$ cat config.mk
export PLATFORM = sky130hd
export DESIGN_NAME = empty_ptr_allocator
export DESIGN_NICKNAME = d
export VERILOG_FILES = /design/src/rtl/hash_table_pkg.sv /design/src/rtl/simple_dual_port_ram.sv /design/src/rtl/empty_ptr_allocator.sv
export SDC_FILE = /design/constraint.sdc
export NUM_CORES = 2
export LEC_CHECK = 0
export BUFFER_PORTS_ARGS = -buffer_cell sky130_fd_sc_hd__buf_2
export CORE_MARGIN = 4
export CORE_UTILIZATION = 30
export DETAILED_ROUTE_END_ITERATION = 8
export GPL_TIMING_DRIVEN = 0
export HOLD_SLACK_MARGIN = 0.12
export PLACE_DENSITY_LB_ADDON = 0.25
export SLEW_MARGIN = 20
export SYNTH_ARGS = -nofsm -noshare
export SYNTH_HDL_FRONTEND = slang
export SYNTH_SLANG_ARGS = --single-unit
$ cat constraint.sdc
create_clock -name clk_i -period 39.9 [get_ports clk_i]
set_clock_uncertainty 0.1 [all_clocks]
set_input_delay 3.99 -clock clk_i [delete_from_list [all_inputs] [get_ports clk_i]]
set_output_delay 3.99 -clock clk_i [all_outputs]
set_load 0.02 [all_outputs]
$ cat src/rtl/hash_table_pkg.sv
// Shared hash-table definitions: data-table address width and pointer type.
package hash_table;
    localparam int TABLE_ADDR_WIDTH = 8;
    typedef logic [TABLE_ADDR_WIDTH-1:0] table_ptr_t;
endpackage

$ cat src/rtl/simple_dual_port_ram.sv
// Plain inferable simple dual-port RAM: one write port, one registered read port.
module simple_dual_port_ram #(
    parameter int DATA_WIDTH = 8,
    parameter int ADDR_WIDTH = 8
) (
    input  logic                  clk_i,
    input  logic                  wr_en_i,
    input  logic [ADDR_WIDTH-1:0] wr_addr_i,
    input  logic [DATA_WIDTH-1:0] wr_data_i,
    input  logic                  rd_en_i,
    input  logic [ADDR_WIDTH-1:0] rd_addr_i,
    output logic [DATA_WIDTH-1:0] rd_data_o
);

    logic [DATA_WIDTH-1:0] mem [2**ADDR_WIDTH];

    always_ff @(posedge clk_i) begin
        if (wr_en_i) begin
            mem[wr_addr_i] <= wr_data_i;
        end
    end

    always_ff @(posedge clk_i) begin
        if (rd_en_i) begin
            rd_data_o <= mem[rd_addr_i];
        end
    end

endmodule

$ cat src/rtl/empty_ptr_allocator.sv
// Free-address pool for the hash data table: a RAM-backed circular FIFO filled
// with every address after reset, presenting one show-ahead head entry.
module empty_ptr_allocator #(
    parameter int TABLE_ADDR_WIDTH = hash_table::TABLE_ADDR_WIDTH
) (
    input  logic                        clk_i,
    input  logic                        rst_i,
    input  logic [TABLE_ADDR_WIDTH-1:0] add_addr_i,
    input  logic                        add_addr_en_i,
    input  logic                        del_addr_en_i,
    output logic [TABLE_ADDR_WIDTH-1:0] next_empty_addr_o,
    output logic                        next_empty_addr_val_o,
    output logic [TABLE_ADDR_WIDTH:0]   empty_cnt_o,
    output logic                        init_done_o,
    output logic                        push_err_o,
    output logic                        pop_err_o
);

    localparam int AW = TABLE_ADDR_WIDTH;

    localparam logic [0:0] ST_INIT  = 1'b0;
    localparam logic [0:0] ST_READY = 1'b1;

    localparam logic [AW:0]   POOL_SIZE = {1'b1, {AW{1'b0}}};
    localparam logic [AW:0]   CNT_ONE   = (AW+1)'(1);
    localparam logic [AW-1:0] PTR_ONE   = AW'(1);
    localparam logic [AW-1:0] PTR_LAST  = '1;

    // Handshake: a pop is taken when del_addr_en_i and next_empty_addr_val_o are
    // both high in the same cycle; a push is taken when add_addr_en_i is high,
    // the fill is done and the pool is not full. Anything else that is strobed
    // is dropped and reported one cycle later on the matching *_err_o pulse.

    logic [0:0]    state_q;
    logic [AW-1:0] rd_ptr_q;
    logic [AW-1:0] wr_ptr_q;
    logic [AW:0]   ram_cnt_q;
    logic [AW:0]   empty_cnt_q;
    logic          head_valid_q;
    logic          init_done_q;
    logic          push_err_q;
    logic          pop_err_q;

    logic          pop_ok;
    logic          push_ok;
    logic          prefetch;
    logic          init_last;
    logic          ram_we;
    logic [AW-1:0] ram_wdata;
    logic [AW-1:0] ram_rdata;
    logic          head_valid_d;
    logic [AW:0]   ram_cnt_d;
    logic [AW:0]   empty_cnt_d;

    always_comb begin
        pop_ok    = del_addr_en_i && head_valid_q;
        push_ok   = add_addr_en_i && (state_q == ST_READY) && (empty_cnt_q < POOL_SIZE);
        prefetch  = (state_q == ST_READY) && !head_valid_q && (ram_cnt_q != '0);
        init_last = (state_q == ST_INIT) && (wr_ptr_q == PTR_LAST);
        // The fill reuses the write port, with wr_ptr doubling as the fill counter.
        ram_we    = (state_q == ST_INIT) || push_ok;
        ram_wdata = (state_q == ST_INIT) ? wr_ptr_q : add_addr_i;

        head_valid_d = head_valid_q;
        if (prefetch) begin
            head_valid_d = 1'b1;
        end else if (pop_ok) begin
            head_valid_d = 1'b0;
        end

        ram_cnt_d = ram_cnt_q;
        if (init_last) begin
            ram_cnt_d = POOL_SIZE;
        end else begin
            if (push_ok) begin
                ram_cnt_d = ram_cnt_d + CNT_ONE;
            end
            if (prefetch) begin
                ram_cnt_d = ram_cnt_d - CNT_ONE;
            end
        end

        empty_cnt_d = ram_cnt_d + {{AW{1'b0}}, head_valid_d};
    end

    always_ff @(posedge clk_i or posedge rst_i) begin
        if (rst_i) begin
            state_q      <= ST_INIT;
            rd_ptr_q     <= '0;
            wr_ptr_q     <= '0;
            ram_cnt_q    <= '0;
            empty_cnt_q  <= '0;
            head_valid_q <= 1'b0;
            init_done_q  <= 1'b0;
            push_err_q   <= 1'b0;
            pop_err_q    <= 1'b0;
        end else begin
            if (init_last) begin
                state_q     <= ST_READY;
                init_done_q <= 1'b1;
            end
            if (ram_we) begin
                wr_ptr_q <= wr_ptr_q + PTR_ONE;
            end
            if (prefetch) begin
                rd_ptr_q <= rd_ptr_q + PTR_ONE;
            end
            ram_cnt_q    <= ram_cnt_d;
            empty_cnt_q  <= empty_cnt_d;
            head_valid_q <= head_valid_d;
            push_err_q   <= add_addr_en_i && !push_ok;
            pop_err_q    <= del_addr_en_i && !pop_ok;
        end
    end

    // The RAM read register is the head register; it has no reset, so gate it.
    simple_dual_port_ram #(
        .DATA_WIDTH(AW),
        .ADDR_WIDTH(AW)
    ) u_free_list_ram (
        .clk_i    (clk_i),
        .wr_en_i  (ram_we),
        .wr_addr_i(wr_ptr_q),
        .wr_data_i(ram_wdata),
        .rd_en_i  (prefetch),
        .rd_addr_i(rd_ptr_q),
        .rd_data_o(ram_rdata)
    );

    assign next_empty_addr_o     = head_valid_q ? ram_rdata : '0;
    assign next_empty_addr_val_o = head_valid_q;
    assign empty_cnt_o           = empty_cnt_q;
    assign init_done_o           = init_done_q;
    assign push_err_o            = push_err_q;
    assign pop_err_o             = pop_err_q;

endmodule

# Yosys cells after proc, flatten, opt, wreduce, memory -nomap -nowiden
# Memories as Yosys holds them, arrays and structs flattened. A register that Yosys moved wholly into a read port is not among the register bits.
# Index checks and enable logic that the tools add are counted.
# word_totals
regBits	38
ramBits	2048
in_bits	12
output_inout_bits	21
memories	1
# classes
n_addsub	5
order_cmp	1
eq_ne	1
mux	10
bitwise	1
n_reduce_logical	13
# mem_list
name	depth	word_bits	rd	rd_clocked_by_memory_dff	write_ports	line_no	text
u_free_list_ram.mem	256	8	1	1	1	simple_dual_port_ram.sv:15	logic [DATA_WIDTH-1:0] mem [2**ADDR_WIDTH];
# ops
cell	n
$mux W9	4
$add A8 B1 Y8 const B	2
$mux W8	2
$add A9 B1 Y9	1
$add A9 B1 Y9 const B	1
$lt A9 B9 Y1 const B	1
$reduce_bool A9 Y1	1
$sub A9 B1 Y9 const B	1
$eq A8 B8 Y1 const B	1
$logic_and A1 B1 Y1	8
$mux W1	4
$logic_not A1 Y1	3
$logic_or A1 B1 Y1	1
$not A1 Y1	1

# Logic depth before layout (Yosys ltp)
# logic_depth
depth_word	8
mapped_depth	14

# Cells and area by module
# From an unflattened synthesis, not the netlist that was laid out.
# hier_totals
hier_cells	3928
area_unflattened_um2	81795.9
# by_module_without_submodules
module	instances	cells_per_inst	area_per_inst_um2	seq_area_each_um2
simple_dual_port_ram	1	3733	79636.4	61739.2
empty_ptr_allocator	1	195	2159.6	950.9

# Worst setup path after synthesis
# No wires, ideal clock.
# synth_path
path_kind	reg-to-reg
startpoint	register, netlist name init_done_o
endpoint	memory u_free_list_ram.mem[0][1] (data pin)
setup_ps	2187
arrival_ps	10787
setup_slack_ps	26826
stages_incl_launch_ff	4
path_buffers	2
synth_period_minus_slack_ps	13074
path_cell_list	dfrtp_1 -> buf_2 -> buf_1 -> o21ai_0
# synth_rtl
element	line_no
end, declared	simple_dual_port_ram.sv:15

# Worst setup path after layout
# layout_path
startpoint	input port add_addr_en_i
endpoint	memory u_free_list_ram.mem[49][6], enable pin
# layout_between
elab_chain_cells	5
# layout_lines
element	line_no	text
start, declared	empty_ptr_allocator.sv:9	input logic add_addr_en_i,
$logic_and A1 B1 Y1 (2 in a row)	empty_ptr_allocator.sv:57	push_ok = add_addr_en_i && (state_q == ST_READY) && (empty_cnt_q < POOL_SIZE);
$logic_or A1 B1 Y1	empty_ptr_allocator.sv:61	ram_we = (state_q == ST_INIT) || push_ok;
$mux W1	simple_dual_port_ram.sv:18	if (wr_en_i) begin
$mux W1 (not written as such)	simple_dual_port_ram.sv:19	mem[wr_addr_i] <= wr_data_i;
# No other way between the ends.

==> summary.md <==
| Metric | Value |
|---|---|
| Syn avg cell area | `20.3 µm²` |
| Final slew viol count | `0` |
| Clk buf depth | `3` |
| Largest stage delay on the critical path | `1.08 ns` |
| Die ar. | `282000 µm²` |
| Worst Tran Pin Value | `1.32 ns` |
| Mux cell area share after synthesis | `15.9%` |
| Nets | `4409` |
| Critical path launch point type | `input pin` |
| Critical Path End Type | `register` |
| I/O Pins | `33` |
| Register-to-register setup slack | `about 34 ns` |
| Async SR Flop Fraction | `between 1.5 and 2%` |
| Die width | `531 µm` |
| Max Fclk | `134 MHz` |
| Post-Syn Instances | `slightly above 4000` |
| Clock latency on the worst-skew pair | `0.87 ns` |
| Number of fill cells in the layout | `25100` |
| Worst rel slew slack | `12.3%` |
| DRT antenna net count | `0` |
| Max FO, Critical Path | `10` |
| Synth unique cells | `67` |
| Number of synthesized flops with an enable pin | `2056` |
| DRT Wirelength | `330000 µm` |
| CTS Root Buffer Type | `clkbuf_16` |
| RePlAce Congestion | `0.948` |
| Number of global-route vias before repair | `44400` |
| # rows | `191` |
| Post-CTS Setup Bufs | `0` |
| Crit Path Class | `in -> reg` |
| Crit path time final | `7.47 ns` |
| Worst EP arrival | `~8 ns` |
| First-pass GRT wire length | `429000 µm` |
| Post-Place Worst Slack | `31.80 ns` |
| Fin Setup TNS | `0 ns` |
| VDD IR max | `~0.038 mV` |
| Xor/xnor share of the synthesized area | `0.373%` |
| Post-synthesis sequential area ratio | `76.3%` |
| Simple-gate area share of the yosys netlist | `3.20%` |
| Top_reg_cell synth | `edfxtp_1` |
| Net Count, Synth | `4073` |
| Clock-pin slew on the worst setup and hold paths | `roughly 0.06 ns` |
| Starting DRT DRC Count | `8459` |
| Drt pass-1 iters | `8` |
| Adder-cell share of the synthesized area | `0.152%` |
| Die height | `531 µm` |
| Endpoints failing setup | `0` |
| Power Dens Cells | `45.9 nW/µm²` |
| Hold Fails Final Rpt | `0` |
| Core area | `272000 µm²` |
| LEAKAGE | `28.6 nW` |
| Layout cells sized above 1 | `24.4%` |
| Pin count of the biggest net entering global routing | `117` |
| Total GRT Usage | `22.7%` |
| Cell Chain, Critical Path | `buf_2 -> nand3b_1 -> clkbuf_1 -> nand2_1 -> clkbuf_1 -> nand3_1 -> clkbuf_2 -> nor2_1` |
| Hold buffers post-CTS | `0` |
| Max cap viols | `0` |
| TritonCTS Buffers | `217` |
| DRC | `0` |
| Outcome | `finished clean` |
| Via count | `46600` |
| Initial antenna violation count | `32` |
| Starting Density | `30.3%` |
| CTS resizes | `0` |
| Critical path's slowest cell | `nor2_1` |
| CP Data Required Time | `40.28 ns` |
| RSZ-0062 raised after global routing | `no` |
| Mapped cell area | `82200 µm²` |
| Main combinational cell family by area after synthesis | `multiplexers` |
| Hpwl dp | `223000 µm` |
| CP most frequent cell | `clkbuf_1` |
| Routed wire per std cell | `40.5 µm` |
| Global route total overflow | `0` |
| Area delta synth->final | `17.2%` |
| Clock sinks | `2094` |
| Final worst setup slack | `32.43 ns` |
| Hold/Removal Path Class | `reg -> reg` |
| Commonest non-fill, non-tap cells in the layout | `edfxtp_1 (2056), mux4_2 (444), mux2i_1 (289)` |
| Number of warnings issued by yosys | `0` |
| Tcrit/Tclk final | `about a fifth` |
| H-tree depth | `4` |
| Number of synthesized register bits | `2094` |
| Synth Area in Compound Gates | `2.56%` |
| Vias per std cell | `5.71` |
| CTS tree | `yes` |
| Commonest non-fill, non-tap cell in the layout | `edfxtp_1` |
| Port Buffers | `32` |
==> stage by stage <==
step                      std cells  area (µm²)  hold slack, ns  power, W  util, %
after floorplan                4051       82200           0.454   0.00242        -
after global placement         7653       86800           0.480   0.00243     32.0
after detailed placement       7738       89200           0.493   0.00243     32.8
after CTS                      8144       96300           0.506   0.00443     35.4
after global routing           8145       96300           0.519   0.00453     35.4
final                          8157       96300           0.503   0.00442     35.4
==> sequential cells by signal, indices dropped and copies added (netlist names), 8 cells and up <==
| signal | count |
|---|---|
| ram_cnt_q | 9 |
| wr_ptr_q | 8 |
| u_free_list_ram.rd_data_o | 8 |
| rd_ptr_q | 8 |
| u_free_list_ram.mem | 2048 |
| empty_cnt_o | 9 |
==> kinds of logic (layout without fill, tap and decap cells) <==
family                   count (synthesis)  after routing
other                                    0             13
buffers and inverters                  264            787
AND/OR/NAND/NOR                        599            599
AO/OA/AOI/OAI                          303            303
multiplexers                           749            749
adder cells (fa/ha/maj)                 10             10
XOR/XNOR                                32             32
flip-flops                            2094           2094
==> critical path: cells and delay by family <==
family,cells,cell delay (ns)
buf+inv,4,1.50
simple gates,4,2.33
==> layout make-up <==
cell class                      count  area (µm²)  area share [%]
Sequential cell                  2094       62700            65.1
Tap cell                         3570        4470            4.64
Timing Repair Buffer              117        2280            2.37
Antenna cell                       13        32.5          0.0338
Inverter                           16        62.6          0.0650
Clock inverter                    148        1400            1.45
Buffer                            248        1340            1.39
Multi-Input combinational cell   1693       18400            19.1
Clock buffer                      258        5630            5.84
==> Yosys cell counts (all sizes together) (13+ instances only) <==
cell type,number,area (µm²)
clkbuf,125,472
xor2,13,133
a221oi,13,114
a21oi,67,335
mux2i,289,2890
dfrtp,38,951
xnor2,19,174
mux2,16,180
o21ai,32,160
buf,123,741
a22oi,78,586
nand2,128,480
nor2,304,1140
inv,16,60.1
and2,13,82.6
o2111ai,16,140
a211oi,16,120
nand3,75,375
mux4,444,10000
nor2b,20,125
edfxtp,2056,61700
a31oi,17,106
==> metal layers <==
| layer | up-vias | routed length [µm] | global-route usage [%] |
|---|---|---|---|
| met5 | - | 26 | 0 |
| met4 | 4 | 21100 | 12.3 |
| met3 | 710 | 37000 | 6.43 |
| met2 | 3269 | 146000 | 33.9 |
| met1 | 25200 | 126000 | 30.0 |
| li1 | 17400 | - | - |
==> power breakdown <==
group | internal (W) | switching, W | total (W) | leakage, nW
logic | 0.000000539 | 0.00000169 | 0.00000224 | 6.47
registers | 0.00238 | 0.0000000208 | 0.00238 | 18.7
clock network | 0.00115 | 0.000890 | 0.00204 | 3.44
==> final timing paths <==
check                                     from                            to  cells past startpoint
worst max-delay path             add_addr_en_i    u_free_list_ram.mem[49][6]                      8
worst min-delay path            empty_cnt_o[8]                    push_err_o                      2
worst max register to register     rd_ptr_q[1]  u_free_list_ram.rd_data_o[4]                     10
worst min register to register  empty_cnt_o[8]                    push_err_o                      2
max in group asynchronous                rst_i                   init_done_o                      2
min in group asynchronous                rst_i                  ram_cnt_q[1]                      2
Note: power is estimated with default switching activity, not from simulation.
